[config.mk]
export PLATFORM = sky130hd
export DESIGN_NAME = uc_seq
export DESIGN_NICKNAME = d
export VERILOG_FILES = /design/src/rtl/uc_seq.sv
export SDC_FILE = /design/constraint.sdc
export NUM_CORES = 1
export LEC_CHECK = 0
export CORE_AREA = 2 2 60 62
export DETAILED_ROUTE_END_ITERATION = 6
export DIE_AREA = 0 0 62 64
export GPL_TIMING_DRIVEN = 0
export MAX_ROUTING_LAYER = met4
export PLACE_DENSITY = 0.85
export SLEW_MARGIN = 20
export SYNTH_ARGS = -nofsm -noshare
export SYNTH_HDL_FRONTEND = slang
export SYNTH_SLANG_ARGS = --single-unit
[constraint.sdc]
create_clock -name clk_i -period 3.8 [get_ports clk_i]
set_clock_uncertainty 0.05 [all_clocks]
set_input_delay 0.76 -clock clk_i [delete_from_list [all_inputs] [get_ports clk_i]]
set_output_delay 0.76 -clock clk_i [all_outputs]
set_load 0.02 [all_outputs]
[src/rtl/uc_seq.sv]
// uc_seq: sequencing control unit for the microc datapath.
// Decodes the opcode and zero flag into datapath controls and a PC write
// enable. It also provides run/halt control, single-step execution, a timed
// WAIT instruction, illegal-opcode trapping and a saturating count of
// retired instructions.
//
// state   | meaning
// --------+-----------------------------------------------------------
// IDLE    | out of reset, waiting for run
// RUN     | executing; one instruction per enabled cycle
// WAIT    | timed WAIT in progress, PC held until the counter expires
// HALT    | PC parked on the HALT instruction until run
// ERROR   | illegal opcode trapped, only reset leaves
module uc_seq #(
    parameter int unsigned WAIT_CYCLES = 4,
    parameter int unsigned CNT_W       = 16
) (
    input  logic             clk_i,
    input  logic             reset_i,
    input  logic [5:0]       opcode_i,
    input  logic             z_i,
    input  logic             run_i,
    input  logic             step_mode_i,
    input  logic             step_i,
    output logic             s_inc_o,
    output logic             s_inm_o,
    output logic             we3_o,
    output logic             wez_o,
    output logic [2:0]       op_o,
    output logic             pc_we_o,
    output logic             halted_o,
    output logic             err_o,
    output logic [CNT_W-1:0] instr_cnt_o
);

    typedef enum logic [2:0] {
        ST_IDLE  = 3'd0,
        ST_RUN   = 3'd1,
        ST_WAIT  = 3'd2,
        ST_HALT  = 3'd3,
        ST_ERROR = 3'd4
    } state_t;

    // WAIT occupies one RUN cycle plus WAIT_CYCLES cycles in ST_WAIT; the
    // last of those (counter at zero) advances the PC.
    localparam logic [7:0]       WAIT_LOAD = 8'(WAIT_CYCLES - 1);
    localparam logic [CNT_W-1:0] CNT_MAX   = '1;
    localparam logic [CNT_W-1:0] CNT_ONE   = CNT_W'(1);

    localparam logic [5:0] OPC_LI   = 6'b000000;
    localparam logic [5:0] OPC_J    = 6'b000001;
    localparam logic [5:0] OPC_JZ   = 6'b000010;
    localparam logic [5:0] OPC_JNZ  = 6'b000011;
    localparam logic [5:0] OPC_NOP  = 6'b000100;
    localparam logic [5:0] OPC_WAIT = 6'b000101;
    localparam logic [5:0] OPC_HALT = 6'b000110;

    state_t           state_q, state_d;
    logic [7:0]       wait_q, wait_d;
    logic [CNT_W-1:0] cnt_q, cnt_d;
    logic             exec;

    logic       s_inc, s_inm, we3, wez, pc_we, halted, err;
    logic [2:0] op;

    // Instruction may execute only in RUN, and in step mode only while step is high.
    assign exec = (state_q == ST_RUN) && (!step_mode_i || step_i);

    // Next-state and control decode; every path starts from inhibited outputs.
    always_comb begin
        state_d = state_q;
        wait_d  = wait_q;
        s_inc   = 1'b1;
        s_inm   = 1'b0;
        we3     = 1'b0;
        wez     = 1'b0;
        op      = 3'b000;
        pc_we   = 1'b0;
        halted  = 1'b0;
        err     = 1'b0;

        case (state_q)
            ST_IDLE: begin
                if (run_i) begin
                    state_d = ST_RUN;
                end
            end
            ST_RUN: begin
                if (exec) begin
                    casez (opcode_i)
                        6'b1?????: begin
                            op    = opcode_i[4:2];
                            we3   = 1'b1;
                            wez   = 1'b1;
                            pc_we = 1'b1;
                        end
                        OPC_LI: begin
                            s_inm = 1'b1;
                            we3   = 1'b1;
                            pc_we = 1'b1;
                        end
                        OPC_J: begin
                            s_inc = 1'b0;
                            pc_we = 1'b1;
                        end
                        OPC_JZ: begin
                            s_inc = ~z_i;
                            pc_we = 1'b1;
                        end
                        OPC_JNZ: begin
                            s_inc = z_i;
                            pc_we = 1'b1;
                        end
                        OPC_NOP: begin
                            pc_we = 1'b1;
                        end
                        OPC_WAIT: begin
                            wait_d  = WAIT_LOAD;
                            state_d = ST_WAIT;
                        end
                        OPC_HALT: begin
                            state_d = ST_HALT;
                        end
                        default: begin
                            state_d = ST_ERROR;
                        end
                    endcase
                end
            end
            ST_WAIT: begin
                // step_mode deliberately not consulted: a WAIT runs to completion.
                if (wait_q != 8'd0) begin
                    wait_d = wait_q - 8'd1;
                end else begin
                    pc_we   = 1'b1;
                    state_d = ST_RUN;
                end
            end
            ST_HALT: begin
                halted = 1'b1;
                // Step past the HALT instruction in the resume cycle itself.
                if (run_i) begin
                    pc_we   = 1'b1;
                    state_d = ST_RUN;
                end
            end
            ST_ERROR: begin
                halted = 1'b1;
                err    = 1'b1;
            end
            default: begin
                state_d = ST_IDLE;
            end
        endcase

        // Reset is synchronous, so gate the outputs during the reset cycle itself.
        if (reset_i) begin
            s_inc  = 1'b1;
            s_inm  = 1'b0;
            we3    = 1'b0;
            wez    = 1'b0;
            op     = 3'b000;
            pc_we  = 1'b0;
            halted = 1'b0;
            err    = 1'b0;
        end
    end

    // Retired-instruction count follows pc_we and saturates instead of wrapping.
    always_comb begin
        cnt_d = cnt_q;
        if (pc_we && (cnt_q != CNT_MAX)) begin
            cnt_d = cnt_q + CNT_ONE;
        end
    end

    // State, wait counter and instruction counter registers.
    always_ff @(posedge clk_i) begin
        if (reset_i) begin
            state_q <= ST_IDLE;
            wait_q  <= 8'd0;
            cnt_q   <= '0;
        end else begin
            state_q <= state_d;
            wait_q  <= wait_d;
            cnt_q   <= cnt_d;
        end
    end

    assign s_inc_o     = s_inc;
    assign s_inm_o     = s_inm;
    assign we3_o       = we3;
    assign wez_o       = wez;
    assign op_o        = op;
    assign pc_we_o     = pc_we;
    assign halted_o    = halted;
    assign err_o       = err;
    assign instr_cnt_o = cnt_q;

endmodule

=== After elaboration in Yosys (flattened, before gate mapping) ===
Index checks and enable logic that the tools add are counted.

* Register bits: 27
* Word-level logic and storage cells: 77
* Output and inout bits: 26
* Input bits: 12

* Reduce and logical (&&, ||, !) cells: 14
* Eq/ne operators: 17
* Add/subtract/negate cells: 2
* Muxes and demuxes: 39
* Bitwise logic cells: 2

{| class="wikitable"
|+ Operator list
! kind !! count
|-
| 1-bit 2-to-1 mux || 24
|-
| 8-bit 2-to-1 mux || 3
|-
| 3-bit 2-to-1 mux || 7
|-
| 6-bit by 3-bit == test with 1-bit output, second input constant || 3
|-
| 16-bit by 1-bit adder with 16-bit output, second input constant || 1
|-
| 16-bit inequality test, second input constant || 1
|-
| 8-bit one-hot mux with 2 select lines || 1
|-
| 6-bit by 2-bit == test with 1-bit output, second input constant || 2
|-
| 3-bit one-hot mux with 4 select lines || 1
|-
| 3-bit one-hot mux with 3 select lines || 1
|-
| 2-bit inequality test, second input constant || 4
|-
| 8-bit nonzero test || 1
|-
| 8-bit by 1-bit subtractor with 8-bit output, second input constant || 1
|-
| 3-bit by 2-bit == test with 1-bit output, second input constant || 2
|-
| 6-bit by 1-bit == test with 1-bit output, second input constant || 1
|-
| 6-bit zero test || 1
|-
| 1-bit one-hot mux with 3 select lines || 2
|-
| 2-bit OR reduction || 3
|-
| 6-bit OR reduction || 1
|-
| 5-bit AND reduction || 1
|-
| 2-bit by 1-bit inequality test with 1-bit output, second input constant || 2
|-
| 4-bit AND reduction || 1
|-
| 3-bit by 1-bit == test with 1-bit output, second input constant || 1
|-
| 3-bit == test, second input constant || 1
|-
| 6 further kinds || 8
|}

=== Logic depth before layout (Yosys ltp) ===
Gate-level depths: netlist of run 1.

* Depth after elaboration: 7
* Gate-level depth with buffers: 10
* Gate-level depth less buffers: 8

=== Least setup slack after synthesis of run 1 ===
Ideal clock, no wire load.

* Kind: input to output
* Start point: input reset_i
* End point: output we3_o
* Setup slack: 0.688 ns
* Required time: 2.990 ns
* Cell stages on the path: 5
* Data arrival time: 2.302 ns
* Buffers on the path: 1
* Path through: clkbuf_1 > nor4_1 > nand2_1 > nor3_1 > or2_2

* Cells in the longest elaborated chain, start to end: 1

{| class="wikitable"
|+ Ends and longest elaborated chain
! what !! RTL line !! RTL
|-
| start, declared || 19 || <nowiki>input logic reset_i,</nowiki>
|-
| 1-bit 2-to-1 mux || 157 || <nowiki>if (reset_i) begin</nowiki>
|-
| end, declared || 27 || <nowiki>output logic we3_o,</nowiki>
|}

Every way passes these cells.

=== Final worst setup path of run 1 ===
Ends and elaborated chain as after synthesis.

==> flow_summary.yaml, run 1 <==
critical_path:
  worst-path-max-fanout: 10
  slowest_stage: "clkdlybuf4s50_1"
  crit_path_end_kind: "primary output"
  cpMostUsedCell: "clkdlybuf4s50_1"
  criticalPathCategory: "in2out"
  critPathTopFamily: "buffers and inverters"
  path_cells: "clkdlybuf4s50_1 -> clkbuf_1 -> nor4_4 -> and2_1 -> or2_2 -> clkdlybuf4s50_1"
  cp.arrival_ps: 2850
  critPathBufInv: 3
  cp.required_ps: 2990
  r2r_setup_slack_ps: 1180
  start_kind: "primary input"
  critPathMaxStageDelay_ps: 540
synth:
  synth_most_common_cell: "dfxtp_1"
  synth.top_cell.area_share: 0.3172
  synth_commonest_cells: "27 x dfxtp_1, 17 x a21oi_1, 16 x nor2_1"
  synth_seq_cells: 27
  synth-edff-count: 0
  synth_top_area_cell: "dfxtp_1"
  synth-seq-area-share: 0.3172
  netlist_area_mm2: 0.001704
  synth-main-ff-cell: "dfxtp_1"
  synth_fp_nets: 229
  async_flop_share: 0
  syn_inst: 214
  synthTopCellsByArea: "dfxtp_1 32%, a21oi_1 5.0%, nor4_1 3.7%"
  ys_types: 49
  synth.yosys.warnings: 0
  syn_area_per_cell_um2: 7.963
timing:
  max_freq_ghz: 0.2735
  whs_ps: 472.3
  finalCritPeriodShare: 0.9620
  setup-tns-final_ps: 0
  setup_violations: 0
  worst_pin_slew_ps: 551.8
  relSlewSlack: 0.6312
  final_hold_viol_count: 0
  setup_slack_ps: 144.3
  grt_setup_unrepaired: "false"
  finalMaxSlewViolations: 0
  finalCriticalPeriod_ps: 3656
die:
  pin_count: 38
  fp.dieH_um: 64
  initial_utilization: 0.5189
  die_w_um: 62
  rows: 21
  dieArea_mm2: 0.003968
  core_area_mm2: 0.003284
pwr:
  vdd_drop_max_v: 0.0002821
  powerDensity_mw_per_mm2: 424.5
  leakagePower_uw: 0.0007598
finish:
  final_nets: 270
  area_growth_pct: 27.53
  final_cells: 300
  antenna_cells: 0
  stdcell_area_mm2: 0.002173
  drive_above_1_share: 0.09055
global_routing:
  track_usage: 0.2290
  grt_overflow_total: 0
  grt_pass1_wl_mm: 6.948
  grt_pass1_vias: 1512
  grt_max_degree: 17
  grt_antenna_before_repair: 0
outcome:
  outcome: "complete, no violations"
placed_design:
  placed_cells: 297
  gp_congestion: 0.8410
  dp_slack_ps: -218.9
  hpwl_mm: 2.952
  numPortBuffers: 37
  placed_area_mm2: 0.002132
clock_network:
  cts_root_buf: "clkbuf_4"
  cts_tree: "yes"
  cts.sinks: 27
  cts-htree-levels: 1
  holdBufCountCts: 0
  clk_pin_slew_worst_paths_ps: 160
  clk_latency_ps: 340
  cts_setup_buffers: 0
  cts_buffer_depth: 2
  tritoncts.num_buffers: 3
route:
  met2_length_mm: 1.805
  drc: 0
  viasPerCell: 5.830
  routedWlPerCell_um: 13.36
  drt_iter0_markers: 99
  num_vias: 1749
  dr_wl_met3_um: 211
  ant_nets: 0
  first_pass_iters: 4
  wl_met1_mm: 1.944
  drt_wl_total_mm: 4.008
  routed.top_layer: "met4"
worst_hold_path:
  hold_class: "reg2reg"
job:
  max_cap_viol_count: 0
==> cell usage in the layout (no fill, tap or decap), types with 4 or more instances in the layout <==
master            n
and3_1            6
or4_1             4
mux2_2            5
nor3_1           12
a21oi_1          17
o31ai_1           4
nand2b_1          4
nand3_1           7
nand2_1          13
nor2b_1           9
dfxtp_1          27
clkbuf_1          6
nor2_1           16
clkdlybuf4s50_1  36
nor4_1            9
inv_1             6
o21ai_0          11
==> worst paths after layout <==
path                                   endpoint  depth (start not counted)      startpoint
worst max-delay path                      we3_o                          6         reset_i
worst min-delay path             instr_cnt_o[1]                          2  instr_cnt_o[1]
worst max register to register  instr_cnt_o[11]                          8       wait_q[0]
worst min register to register   instr_cnt_o[1]                          2  instr_cnt_o[1]
==> registers in the layout, indices dropped and copies added (netlist names) <==
name	cells
instr_cnt_o	16
wait_q	8
state_q	3
==> routing by layer <==
metal  vias to the layer above  track usage
li1                        890            -
met1                       804       0.3542
met5                         -            -
met3                         5      0.03239
met4                         0      0.05585
met2                        50       0.3099
==> stage by stage <==
step                total power, uW    util
floorplan                     672.0       -
global placement              774.1  0.6491
detailed placement            780.5  0.6491
CTS                           916.1  0.6625
global route                  996.4  0.6617
finish                        922.7  0.6617
==> power by group <==
| group | switching (uW) | leakage (uW) | internal [uW] |
|---|---|---|---|
| registers | 23.0 | 0.000218 | 313 |
| clock network | 93.7 | 0.0000139 | 40.4 |
| logic | 262 | 0.000528 | 191 |
| total | 378 | 0.000760 | 544 |
==> repair_timing <==
action,4_1_cts,5_1_grt
gates resized for setup,3,2
setup endpoints to repair,7,5
pin swaps,0,1
==> worst reg2reg max path, cell delays in order, from the launching register on <==
cell     delay (ps)
dfxtp_1         340
inv_1           120
ha_1            180
nor4b_2         470
nand2_1         170
o221a_1         300
buf_6           160
nor4b_1         360
mux2_2          370
==> logic make-up after synthesis <==
kind of cell / Yosys count / share of synthesized area
compound gates: 56 / 0.2195
xor+xnor: 1 / 0.005140
fa+ha+maj: 3 / 0.02203
buf+inv: 19 / 0.05579
flops: 27 / 0.3172
mux: 6 / 0.03891
simple gates: 102 / 0.3414
==> area by class of cell <==
type / instances / area (um2)
buffer: 11 / 66.31
timing repair buffer: 37 / 369.1
multi-input combinational: 168 / 1084
clock inverter: 1 / 7.507
sequential: 27 / 540.5
clock buffer: 3 / 22.52
tap: 46 / 57.56
fill: 288 / 1111
inverter: 7 / 26.28
(Power assumes the default switching activity.)
==> inputs of run 2 (changes only) <==
--- a/config.mk
+++ b/config.mk
@@ -5,12 +5,13 @@
 export SDC_FILE = /design/constraint.sdc
 export NUM_CORES = 1
 export LEC_CHECK = 0
-export CORE_AREA = 2 2 60 62
+export CORE_AREA = 2 2 76 49
+export CTS_CLUSTER_DIAMETER = 60
 export DETAILED_ROUTE_END_ITERATION = 6
-export DIE_AREA = 0 0 62 64
+export DIE_AREA = 0 0 78 51
 export GPL_TIMING_DRIVEN = 0
 export MAX_ROUTING_LAYER = met4
-export PLACE_DENSITY = 0.85
+export PLACE_DENSITY = 0.86
 export SLEW_MARGIN = 20
 export SYNTH_ARGS = -nofsm -noshare
 export SYNTH_HDL_FRONTEND = slang
==> flow_summary.yaml, run 2 (same netlist as run 1, synthesis figures left out) <==
global_routing:
  grt_overflow_total: 0
  grt_pass1_vias: 1529
  grt_antenna_before_repair: 0
  track_usage: 0.2306
  grt_pass1_wl_mm: 7.058
  grt_max_degree: 19
critical_path:
  rr_worst_depth: 8
  cp.arrival_ps: 2880
  cpMostUsedCell: "clkdlybuf4s50_1"
  critPathMaxStageDelay_ps: 600
  criticalPathCategory: "in2out"
  start_kind: "primary input"
  cp.required_ps: 2990
  critPathBufInv: 4
  slowest_stage: "clkdlybuf4s50_1"
  path_cells: "clkdlybuf4s50_1 -> nor2b_1 -> or4_1 -> o221a_1 -> buf_6 -> inv_1 -> clkdlybuf4s50_1"
  critPathTopFamily: "buffers and inverters"
  r2r-end: "instr_cnt_o[12]"
  worst-path-max-fanout: 18
  r2r-start: "wait_q[0]"
  r2r_setup_slack_ps: 1170
  crit_path_end_kind: "primary output"
clock_network:
  clk_pin_slew_worst_paths_ps: 90
  clk_latency_ps: 270
  tritoncts.num_buffers: 3
  holdBufCountCts: 0
  cts_buffer_depth: 2
  cts-htree-levels: 1
  cts_root_buf: "clkbuf_8"
  cts.sinks: 27
  cts_tree: "yes"
route:
  drt_iter0_markers: 84
  first_pass_iters: 4
  ant_nets: 0
  drc: 0
  drt_wl_total_mm: 4.410
  viasPerCell: 5.997
  routedWlPerCell_um: 14.65
  num_vias: 1805
timing:
  final_hold_viol_count: 0
  finalCriticalPeriod_ps: 3687
  setup_violations: 0
  finalMaxSlewViolations: 0
  relSlewSlack: 0.5842
  setup-tns-final_ps: 0
  finalCritPeriodShare: 0.9703
  worst_pin_slew_ps: 618.9
  max_freq_ghz: 0.2712
  whs_ps: 470.8
  grt_setup_unrepaired: "false"
placed_design:
  numPortBuffers: 37
  placed_cells: 298
  hpwl_mm: 3.319
  gp_congestion: 0.9075
die:
  fp.dieH_um: 51
  initial_utilization: 0.5007
  die_w_um: 78
  dieArea_mm2: 0.003978
  rows: 17
  pin_count: 38
  core_area_mm2: 0.003403
finish:
  final_core_util: 0.6438
  final_nets: 270
  layout_common_cells: "37 x clkdlybuf4s50_1, 27 x dfxtp_1, 17 x a21oi_1, 16 x nor2_1, 13 x nand2_1"
  final_cells: 301
  largest_register_ffs: 16
  nFillCells: 307
  drive_above_1_share: 0.08661
  area_growth_pct: 28.56
  antenna_cells: 0
  final_common_cell: "clkdlybuf4s50_1"
pwr:
  fin_total_pwr_uw: 960.8
  vdd_drop_max_v: 0.0002315
  powerDensity_mw_per_mm2: 438.6
  leakagePower_uw: 0.0007643
worst_hold_path:
  min_from: "instr_cnt_o[1]"
  min_delay_path_depth: 2
  holdPathEnd: "instr_cnt_o[1]"
  hold_class: "reg2reg"
outcome:
  outcome: "complete, no violations"
job:
  max_cap_viol_count: 0
==> run 2: cell count changes in the layout (fill, tap and decap cells not counted), sizes merged <==
cell	previous run	this run
clkbuf	10	11
clkdlybuf4s50	36	37
clkinvlp	1	0
dlygate4sd2	1	0
==> run 2: worst max-delay path by stage <==
stage	from	to	slack [ps]	depth (start not counted)
2_1_floorplan	reset_i	we3_o	690	5
4_1_cts	reset_i	we3_o	0.4	7
3_3_place_gp	reset_i	we3_o	-200	7
3_5_place_dp	reset_i	we3_o	-180	7
5_1_grt	reset_i	we3_o	3	7
6_report	step_mode_i	pc_we_o	110	7
==> run 2: report_power, final <==
group | switching, uW | internal (uW)
clock | 87.8 | 75.2
sequential | 24.1 | 313
combinational | 267 | 193
total | 379 | 581
==> run 2: worst register-to-register path: cells and delay by family, from the launching register on <==
| family | cells | cell delay [ps] |
|---|---|---|
| AO/OA/AOI/OAI | 1 | 310 |
| flip-flops | 1 | 320 |
| multiplexers | 1 | 370 |
| adder cells (fa/ha/maj) | 1 | 180 |
| buffers and inverters | 2 | 290 |
| AND/OR/NAND/NOR | 3 | 1000 |
==> run 2: cell type report <==
cell class              instances  area [um2]  share of cell area
well taps                      47       58.81             0.02684
flip-flops and latches         27       540.5              0.2467
inverters                       7       26.28             0.01199
plain buffers                  11       66.31             0.03027
clock buffers                   4       45.04             0.02056
repair buffers                 37       370.4              0.1690
multi-input cells             168        1084              0.4946
==> run 2: layer usage <==
metal | GRT usage | part of all wire | vias to the layer above
met5 | - | 0 | -
met4 | 0.06433 | 0.0045 | 0
met3 | 0.04064 | 0.059 | 3
met2 | 0.3506 | 0.45 | 49
met1 | 0.3182 | 0.49 | 858
li1 | - | - | 895
==> run 2: what timing repair did <==
item	in CTS	in global routing
setup endpoints to repair	7	2
setup buffers	0	0
pin swaps	0	1
gates resized for setup	1	3
==> run 2: metrics by stage <==
stage | cell area [um2] | setup slack (ps)
2_1_floorplan | 1704 | 687.8
5_1_grt | 2191 | 2.902
3_5_place_dp | 2133 | -184.4
3_3_place_gp | 2133 | -197.5
4_1_cts | 2181 | 0.3795
6_report | 2191 | 112.8
